[config.mk]
export PLATFORM = sky130hd
export DESIGN_NAME = cmd_gather
export DESIGN_NICKNAME = d
export VERILOG_FILES = /design/src/rtl/cmd_gather.sv
export SDC_FILE = /design/constraint.sdc
export NUM_CORES = 1
export LEC_CHECK = 0
export CELL_PAD_IN_SITES_DETAIL_PLACEMENT = 2
export CELL_PAD_IN_SITES_GLOBAL_PLACEMENT = 2
export CORE_MARGIN = 1.5
export CORE_UTILIZATION = 47
export DETAILED_ROUTE_END_ITERATION = 12
export HOLD_SLACK_MARGIN = 0.03
export PLACE_DENSITY = 0.95
export SYNTH_ARGS = -nofsm -noshare
export SYNTH_HDL_FRONTEND = slang
export SYNTH_SLANG_ARGS = --single-unit
export TNS_END_PERCENT = 10
[constraint.sdc]
create_clock -name clk -period 12.3 [get_ports clk]
set_input_delay 1.23 -clock clk [delete_from_list [all_inputs] [get_ports clk]]
set_output_delay 1.23 -clock clk [all_outputs]
set_load 0.01 [all_outputs]
[src/rtl/cmd_gather.sv]
// UART command front end: 8N1 receiver, 16-entry first-word-fall-through byte FIFO,
// and a parser that frames 'R'/'W' byte sequences into 72-bit command packets.
package cmd_pkg;
  typedef struct packed {
    logic [7:0]  opcode;
    logic [31:0] addr;
    logic [31:0] data;
  } cmd_packet_t;
endpackage

module cmd_gather
  import cmd_pkg::*;
#(
  parameter int FIFO_DEPTH = 16,
  parameter int ADDR_WIDTH = $clog2(FIFO_DEPTH)
) (
  input  logic        clk,
  input  logic        rst,
  input  logic        uart_rx_in,
  input  logic        baud_tick,
  input  logic        baud_half_tick,
  output logic        cmd_fifo_wr_en,
  output cmd_packet_t cmd_fifo_wr_data
);

  localparam logic [ADDR_WIDTH:0] LP_DEPTH = (ADDR_WIDTH + 1)'(FIFO_DEPTH);
  localparam logic [7:0]          LP_OP_RD = 8'h52;
  localparam logic [7:0]          LP_OP_WR = 8'h57;

  typedef enum logic [1:0] {RX_IDLE, RX_START, RX_DATA, RX_STOP} rx_state_t;
  typedef enum logic [1:0] {P_IDLE, P_ADDR, P_DATA, P_EMIT} p_state_t;

  // Bit timing comes solely from the half-bit strobe; the boundary tick is unused.
  logic w_unused_baud_tick;
  assign w_unused_baud_tick = baud_tick;

  logic                  r_rx_meta, r_rx_s, r_rx_prev;
  rx_state_t             r_rx_state;
  logic [2:0]            r_bit_cnt;
  logic [7:0]            r_shreg;
  logic                  r_rx_wr_en;

  logic [7:0]            r_mem [FIFO_DEPTH];
  logic [ADDR_WIDTH-1:0] r_wr_ptr, r_rd_ptr;
  logic [ADDR_WIDTH:0]   r_count;
  logic                  w_fifo_valid, w_full, w_push, w_pop, w_byte_rd_en;
  logic [7:0]            w_fifo_rd_data;

  p_state_t              r_p_state;
  logic [1:0]            r_idx;
  logic [7:0]            r_opcode;
  logic [31:0]           r_addr, r_data;
  logic                  r_cmd_wr_en;
  cmd_packet_t           r_cmd_wr_data;

  always_ff @(posedge clk or posedge rst) begin
    if (rst) begin
      r_rx_meta <= 1'b1;
      r_rx_s    <= 1'b1;
      r_rx_prev <= 1'b1;
    end else begin
      r_rx_meta <= uart_rx_in;
      r_rx_s    <= r_rx_meta;
      r_rx_prev <= r_rx_s;
    end
  end

  always_ff @(posedge clk or posedge rst) begin
    if (rst) begin
      r_rx_state <= RX_IDLE;
      r_bit_cnt  <= 3'd0;
      r_shreg    <= 8'h00;
      r_rx_wr_en <= 1'b0;
    end else begin
      r_rx_wr_en <= 1'b0;
      case (r_rx_state)
        RX_IDLE: begin
          if (r_rx_prev && !r_rx_s) r_rx_state <= RX_START;
        end
        RX_START: begin
          if (baud_half_tick) begin
            if (!r_rx_s) begin
              r_rx_state <= RX_DATA;
              r_bit_cnt  <= 3'd0;
            end else begin
              r_rx_state <= RX_IDLE;
            end
          end
        end
        RX_DATA: begin
          if (baud_half_tick) begin
            r_shreg   <= {r_rx_s, r_shreg[7:1]};
            r_bit_cnt <= r_bit_cnt + 3'd1;
            if (r_bit_cnt == 3'd7) r_rx_state <= RX_STOP;
          end
        end
        RX_STOP: begin
          // A low stop bit is a framing error: the byte is silently dropped.
          if (baud_half_tick) begin
            r_rx_wr_en <= r_rx_s;
            r_rx_state <= RX_IDLE;
          end
        end
        default: r_rx_state <= RX_IDLE;
      endcase
    end
  end

  assign w_fifo_valid   = (r_count != '0);
  assign w_full         = (r_count == LP_DEPTH);
  assign w_fifo_rd_data = r_mem[r_rd_ptr];
  assign w_byte_rd_en   = w_fifo_valid && (r_p_state != P_EMIT);
  assign w_pop          = w_byte_rd_en;
  // A pop in the same cycle frees a slot, so a write while full still lands.
  assign w_push         = r_rx_wr_en && (!w_full || w_pop);

  always_ff @(posedge clk) begin
    if (w_push) r_mem[r_wr_ptr] <= r_shreg;
  end

  always_ff @(posedge clk or posedge rst) begin
    if (rst) begin
      r_wr_ptr <= '0;
      r_rd_ptr <= '0;
      r_count  <= '0;
    end else begin
      if (w_push) r_wr_ptr <= r_wr_ptr + 1'b1;
      if (w_pop)  r_rd_ptr <= r_rd_ptr + 1'b1;
      case ({w_push, w_pop})
        2'b10:   r_count <= r_count + 1'b1;
        2'b01:   r_count <= r_count - 1'b1;
        default: r_count <= r_count;
      endcase
    end
  end

  always_ff @(posedge clk or posedge rst) begin
    if (rst) begin
      r_p_state     <= P_IDLE;
      r_idx         <= 2'd0;
      r_opcode      <= 8'h00;
      r_addr        <= 32'h0;
      r_data        <= 32'h0;
      r_cmd_wr_en   <= 1'b0;
      r_cmd_wr_data <= '0;
    end else begin
      r_cmd_wr_en <= 1'b0;
      case (r_p_state)
        P_IDLE: begin
          if (w_byte_rd_en && (w_fifo_rd_data == LP_OP_RD || w_fifo_rd_data == LP_OP_WR)) begin
            r_opcode  <= w_fifo_rd_data;
            r_idx     <= 2'd0;
            r_p_state <= P_ADDR;
          end
        end
        P_ADDR: begin
          if (w_byte_rd_en) begin
            r_addr <= {r_addr[23:0], w_fifo_rd_data};
            r_idx  <= r_idx + 2'd1;
            if (r_idx == 2'd3) begin
              if (r_opcode == LP_OP_WR) begin
                r_idx     <= 2'd0;
                r_p_state <= P_DATA;
              end else begin
                r_data    <= 32'h0;
                r_p_state <= P_EMIT;
              end
            end
          end
        end
        P_DATA: begin
          if (w_byte_rd_en) begin
            r_data <= {r_data[23:0], w_fifo_rd_data};
            r_idx  <= r_idx + 2'd1;
            if (r_idx == 2'd3) r_p_state <= P_EMIT;
          end
        end
        P_EMIT: begin
          r_cmd_wr_data <= '{opcode: r_opcode, addr: r_addr, data: r_data};
          r_cmd_wr_en   <= 1'b1;
          r_opcode      <= 8'h00;
          r_addr        <= 32'h0;
          r_data        <= 32'h0;
          r_p_state     <= P_IDLE;
        end
        default: r_p_state <= P_IDLE;
      endcase
    end
  end

  assign cmd_fifo_wr_en   = r_cmd_wr_en;
  assign cmd_fifo_wr_data = r_cmd_wr_data;

endmodule

==> reports/results.ini, run 1 <==
[drt]
drtPass1Iterations = 7
drc_errors = 0
wirelength_um = 39800
vias_per_cell = 6.08
drtIter0Drc = 559
routed-via-count = 7495
drtAntennaViolNets = 0
avgRoutedWirePerCell_um = 32.3

[timing]
slew_headroom_pct = 8.23
rsz0062_at_grt = false
tns_ns = 0
max_clock_freq_ghz = 0.259
setup_violations = 0
worst_pin_slew_ns = 1.37
slew_violations = 0
skew_ns = 0.0241
finalCritPeriodShare_pct = 31.3
hold_viol = 0
post-route-min-period_ns = 3.86

[cts]
h-tree-depth = 2
clockRootBuffer = clkbuf_16
numCtsBuffers = 34
cts.hold.buffers_added = 0
post_cts_resize_count = 0
cts_tree = yes
cts_setup_buffers = 0
clock_sinks = 307
clkLatencyLatePin_ns = 0.52
clkTransAtPathRegs_ns = 0.06
cts_max_path_buffers = 3

[global_routing]
antenna_found_initial = 1
grt_pass1_wl_um = 59300
overflow = 0
grt_pass1_vias = 8572
grt_use_total_pct = 30.9
grt_start_max_net_pins = 118

[floorplanning]
die_w_um = 164
die_h_um = 164
initial_utilization_pct = 48.2
core_sq_um = 25400
dieArea_sq_um = 27000
std_cell_rows = 58
ios = 78

[yosys]
synth_adder_area_share_pct = 1.80
syn_nets = 819
ys.flop_type = dfrtp_1
yosysSeqAreaShare_pct = 68.0
synth_cell_types = 60
netlist_area_sq_um = 12200
synthSimpleGateAreaFrac_pct = 5.77
synth_top_family_by_area = multiplexers
yosys_warnings = 0
synth_seq_cells = 307
synth-xor-area-share_pct = 0.777
synth_mux_area_share_pct = 14.1
synth_edf_count = 128
synth_cells = 797
synth-async-reset-ratio_pct = 58.3
synth-compound-area-share_pct = 7.22
avgSynthCellArea_sq_um = 15.4

[power_and_ir_drop]
p_leak_uw = 0.00590
vdd_drop_max_v = 0.000126
power.density_nw_per_um2 = 272
design_power_total_uw = 3920

[final_layout]
final_util_pct = 56.7
fin_nets = 901
ff_latch_area_sq_um = 8330
drive_gt1_share_pct = 20.5
multiInputGateArea_sq_um = 3660
diodes = 0
n_fill_cell = 2183
syn_to_final_growth_pct = 17.7

[hold_path]
min_from = r_rx_meta
min_path_cells = 0
hold_path_end = r_rx_s
hold_class = flip-flop to flip-flop

[critical_path]
r2r_cells = 12
worstPathArrival_ns = 4.31
critPathSlowestCell = nor4_1
cp.required_ns = 12.75
worstPathCellList = nor4_1 -> a21oi_1 -> nand2_1 -> inv_1 -> ha_1 -> nor2b_1 -> o21ai_0 -> nand2b_1 -> or4_1 -> a21oi_1 -> a31oi_1 -> nand2_1
reg2reg_slack_ns = 8.44
reg2reg_to = r_count[4]
crit_fanout = 8
rr_startpoint = r_count[2]
critPathBufInv = 1
critical_path_class = flip-flop to flip-flop
cp_top_family = simple AND/OR/NAND/NOR gates
critPathMaxStageDelay_ns = 0.76
cp-end-kind = flip-flop
cp-start-kind = flip-flop

[job]
drv_cap = 0

[placement]
place_hpwl_um = 22400
numPortBuffers = 76
gp_congestion = 0.750

[outcome]
status = finished, final reports clean

[through the flow]
stage | worst slack (ns) | instances | hold slack [ns] | area (sq um)
after global routing | 8.19 | 1232 | 0.362 | 14400
after floorplan | 6.22 | 797 | 0.345 | 12200
after detailed placement | 8.79 | 1173 | 0.349 | 13300
after CTS | 8.47 | 1232 | 0.356 | 14400
final | 8.44 | 1232 | 0.352 | 14400
after global placement | 9.01 | 1173 | 0.346 | 13300
[kinds of logic after synthesis]
| family | count (synthesis) |
|---|---|
| mux | 129 |
| buf+inv | 58 |
| fa+ha+maj | 17 |
| compound gates | 119 |
| simple gates | 157 |
| xor+xnor | 10 |
| flops | 307 |
[area by class of cell]
| class | instances | area share (%) |
|---|---|---|
| clock buffer | 57 | 7.30 |
| clock inverter | 2 | 0.243 |
| inverter | 18 | 0.521 |
| multi-input combinational | 432 | 25.4 |
| sequential | 307 | 57.8 |
| tap | 330 | 2.87 |
| timing repair buffer | 86 | 5.80 |
[placed cells by master, fill, tap and decap left out, types with 3 or more instances in the layout]
cell type and count:
o21ai_0 37, xnor2_1 8, clkbuf_1 15, edfxtp_1 128, mux4_1 6, a21oi_1 11, a22o_1 30, a22oi_1 4
o21a_1 3, clkbuf_16 37, mux2i_1 20, mux2_2 83, mux4_2 18, nand2_1 93, a221oi_2 6, dfrtp_1 175
nand2b_1 3, nor2b_1 5, nor2_1 24, and3_1 5, nand3_1 7, clkbuf_8 5, dfstp_2 3, ha_1 15
buf_4 10, clkdlybuf4s50_1 76, nand4_1 3, inv_1 17
[sequential cells by signal, indices dropped and copies added (netlist names), 4 cells and up, named ones only]
| signal | cells |
|---|---|
| r_wr_ptr | 4 |
| r_rd_ptr | 4 |
| r_shreg | 8 |
| r_count | 5 |
| cmd_fifo_wr_data | 72 |
| r_addr | 32 |
| r_opcode | 8 |
| r_data | 32 |
| r_mem | 128 |
[report_power, final]
| group | leakage [uW] | switching (uW) | internal (uW) |
|---|---|---|---|
| Sequential | 0.00357 | 248 | 1310 |
| Clock | 0.000528 | 426 | 602 |
| Combinational | 0.00180 | 797 | 543 |
[worst max-delay path by stage]
stage	startpoint	end	cells past startpoint
floorplan	rst	async pin	1
global placement	rst	r_rd_ptr[0]	3
detailed placement	r_count[2]	r_count[4]	12
CTS	r_count[2]	r_count[4]	12
global route	r_count[2]	r_count[4]	12
finish	r_count[2]	r_count[4]	12
[cells in the mapped netlist (7+ instances only)]
cell type,count,area (sq um)
o21ai_0,37,185
a21oi_1,12,60.1
nor2_1,25,93.8
dfrtp_1,176,4400
buf_2,7,35.0
a22o_1,30,263
mux4_2,18,405
nand3_1,7,35.0
mux2_2,83,935
xnor2_1,8,70.1
mux2i_1,20,200
nand2_1,93,349
clkbuf_1,18,67.6
edfxtp_1,128,3840
ha_1,16,200
buf_1,10,37.5
inv_1,18,67.6
[per-layer routing]
metal / share of wire [%] / GRT usage, % / up-vias
li1: - / - / 3112
met2: 52 / 54.9 / 284
met5: 0.020 / 0 / -
met4: 5.1 / 15.5 / 2
met3: 4.4 / 5.05 / 130
met1: 38 / 36.2 / 3967
Note: power is estimated with default switching activity, not from simulation.
==> run 2, diff against run 1 <==
- CORE_UTILIZATION: 47 -> 43
- PLACE_DENSITY: 0.95 -> 0.89
- clock period: 12.3 -> 4 ns (I/O delays scaled with it)
==> run 2 against run 1 <==
First-iteration DRC count is 23% lower. Critical endpoint unchanged. Highest routed layer is now met4. Cell area is 0.85% higher. Non-clock buffer count is 14 higher. Sequential power grew to 3.1 times the previous value. Critical path type unchanged. Core utilization is 4.6 points lower. Via count is 2.5% lower. Combinational power grew to 3.0 times the previous value. Clock power grew to 2.9 times the previous value.
==> reports/results.ini, run 2 (same netlist as run 1, synthesis figures left out) <==
[job]
drv_cap = 0  ; unchanged

[global_routing]
grt_start_max_net_pins = 79  ; -33%
antenna_found_initial = 0  ; -1
grt_use_total_pct = 25.7  ; -5.1 points
overflow = 0  ; unchanged
grt_pass1_wl_um = 55100  ; -7.0%
grt_pass1_vias = 8572  ; unchanged

[floorplanning]
dieArea_sq_um = 29500  ; +9.1%
die_w_um = 172  ; +4.5%
ios = 78  ; unchanged
initial_utilization_pct = 43.9  ; -4.3 points
core_sq_um = 27900  ; +9.7%
die_h_um = 172  ; +4.5%
std_cell_rows = 61  ; +5.2%

[power_and_ir_drop]
p_comb_share_pct = 34.2  ; about the same
power.density_nw_per_um2 = 806  ; +200%
p_sw_share_pct = 36.7  ; -0.81 points
p_leak_uw = 0.00595  ; +0.94%
power_switching_uw = 4300  ; +190%
vdd_drop_max_v = 0.000380  ; +200%
seqPwrFrac_pct = 40.6  ; +1.0 points
p_int_uw = 7410  ; +200%
pwr-share-clk_pct = 25.2  ; -1.0 points
design_power_total_uw = 11700  ; +200%

[critical_path]
critical_path_class = flip-flop to flip-flop
reg2reg_to = r_count[4]
crit_fanout = 5  ; -3
critPathMaxStageDelay_ns = 0.84  ; +0.08 ns
cp-startpoint = r_count[2]
cp.required_ns = 4.46  ; -8.29 ns
worstPathCellList = nor4_1 -> a21oi_1 -> nand2_1 -> inv_1 -> ha_1 -> nor2b_1 -> o21ai_0 -> nand2b_1 -> or4_1 -> a21oi_1 -> a31oi_1 -> nand2_1
r2r_cells = 12  ; unchanged
worstPathArrival_ns = 4.01  ; -0.30 ns
cp.depth = 12  ; unchanged
reg2reg_slack_ns = 0.45  ; -8.00 ns
cp-start-kind = flip-flop
rr_startpoint = r_count[2]
critPathSlowestCell = nor4_1
cp_top_family = simple AND/OR/NAND/NOR gates
cp-end-kind = flip-flop
endpoint = r_count[4]
critPathBufInv = 1  ; unchanged

[timing]
finalCritPeriodShare_pct = 88.8  ; +57 points
worst_pin_slew_ns = 1.09  ; -0.282 ns
max_clock_freq_ghz = 0.281  ; +8.5%
tns_ns = 0  ; unchanged
post-route-min-period_ns = 3.55  ; -0.302 ns
rsz0062_at_grt = false
skew_ns = 0.0295  ; +0.00542 ns
setup_violations = 0  ; unchanged
slew_headroom_pct = 27.4  ; +19 points
slew_violations = 0  ; unchanged
hold_viol = 0  ; unchanged

[drt]
wirelength_um = 36500  ; -8.1%
drtPass1Iterations = 4  ; -3
drc_errors = 0  ; unchanged
avgRoutedWirePerCell_um = 28.2  ; -13%
routed-via-count = 7307  ; -2.5%
drtIter0Drc = 430  ; -23%
drtAntennaViolNets = 0  ; unchanged
vias_per_cell = 5.65  ; -7.2%

[final_layout]
fin_nets = 915  ; +1.6%
syn_to_final_growth_pct = 18.7
drive_gt1_share_pct = 22.1  ; +1.5 points
design_area_sq_um = 14500  ; +0.85%
diodes = 0  ; unchanged
mostFrequentLayoutCell = dfrtp_1
largest_reg_flops = 128  ; unchanged
regMostFlops = r_mem
most-common-layout-cells = dfrtp_1 (175), edfxtp_1 (128), nand2_1 (93)

[cts]
numCtsBuffers = 34  ; unchanged
clock_sinks = 307  ; unchanged
h-tree-depth = 2  ; unchanged
cts_setup_buffers = 0  ; unchanged
cts.hold.buffers_added = 0  ; unchanged
clockRootBuffer = clkbuf_16
post_cts_resize_count = 0  ; unchanged
cts_max_path_buffers = 3  ; unchanged
clkTransAtPathRegs_ns = 0.07  ; about the same
clkLatencyLatePin_ns = 0.52  ; about the same
cts_tree = yes

[placement]
gp_congestion = 0.729  ; -2.8%
numPortBuffers = 76  ; unchanged
place_hpwl_um = 22900  ; +2.2%
dpl_cell_area_sq_um = 13500  ; +1.3%

[hold_path]
hold_class = primary input to flip-flop

[outcome]
status = finished, final reports clean

run 2: worst min-delay path by stage:
stage                          start        end  slack (ns)  cells after the start
after detailed placement   r_rx_meta     r_rx_s        0.35                      0
after global routing      uart_rx_in  r_rx_meta        0.31                      1
after global placement     r_rx_meta     r_rx_s        0.35                      0
after CTS                 uart_rx_in  r_rx_meta        0.30                      1
final                     uart_rx_in  r_rx_meta        0.32                      1
after floorplan            r_rx_meta     r_rx_s        0.35                      0
run 2: power by group through the flow:
stage / Sequential [uW] / Clock (uW) / Combinational, uW
finish: 4750 / 2950 / 4010
global route: 4820 / 3120 / 4280
CTS: 4750 / 3020 / 4030
detailed placement: 4780 / 0 / 3860
global placement: 4650 / 0 / 3530
floorplan: 4510 / 0 / 2570
run 2: worst reg2reg max path: stages, from the launching register on:
cell and delay [ns]:
dfrtp_1 0.40, nor4_1 0.84, a21oi_1 0.28, nand2_1 0.21, inv_1 0.12, ha_1 0.34, nor2b_1 0.16, o21ai_0 0.27
nand2b_1 0.17, or4_1 0.43, a21oi_1 0.17, a31oi_1 0.06, nand2_1 0.07
run 2: layout make-up:
class	instances	area, sq um
fillers	2502	13300
well taps	378	473
flip-flops and latches	307	8330
multi-input cells	432	3650
repair buffers	100	966
clock buffers	45	963
clock inverters	14	68.8
inverters	18	71.3
run 2: metrics by stage:
stage	hold WS, ns	utilization, %	instances	worst slack (ns)
2_1_floorplan	0.345	-	797	1.26
3_3_place_gp	0.347	48.4	1235	1.07
3_5_place_dp	0.351	48.4	1235	0.650
4_1_cts	0.299	52.1	1294	0.443
5_1_grt	0.306	52.1	1294	0.306
6_report	0.317	52.1	1294	0.446
run 2: per-layer routing:
metal  vias to the layer above  GRT usage, %  share of wire, %
met2                       205          47.3                54
met4                         0          10.4               3.8
met5                         -             0                 0
met3                        92          4.28               4.0
met1                      3875          29.7                38
li1                       3135             -                 -
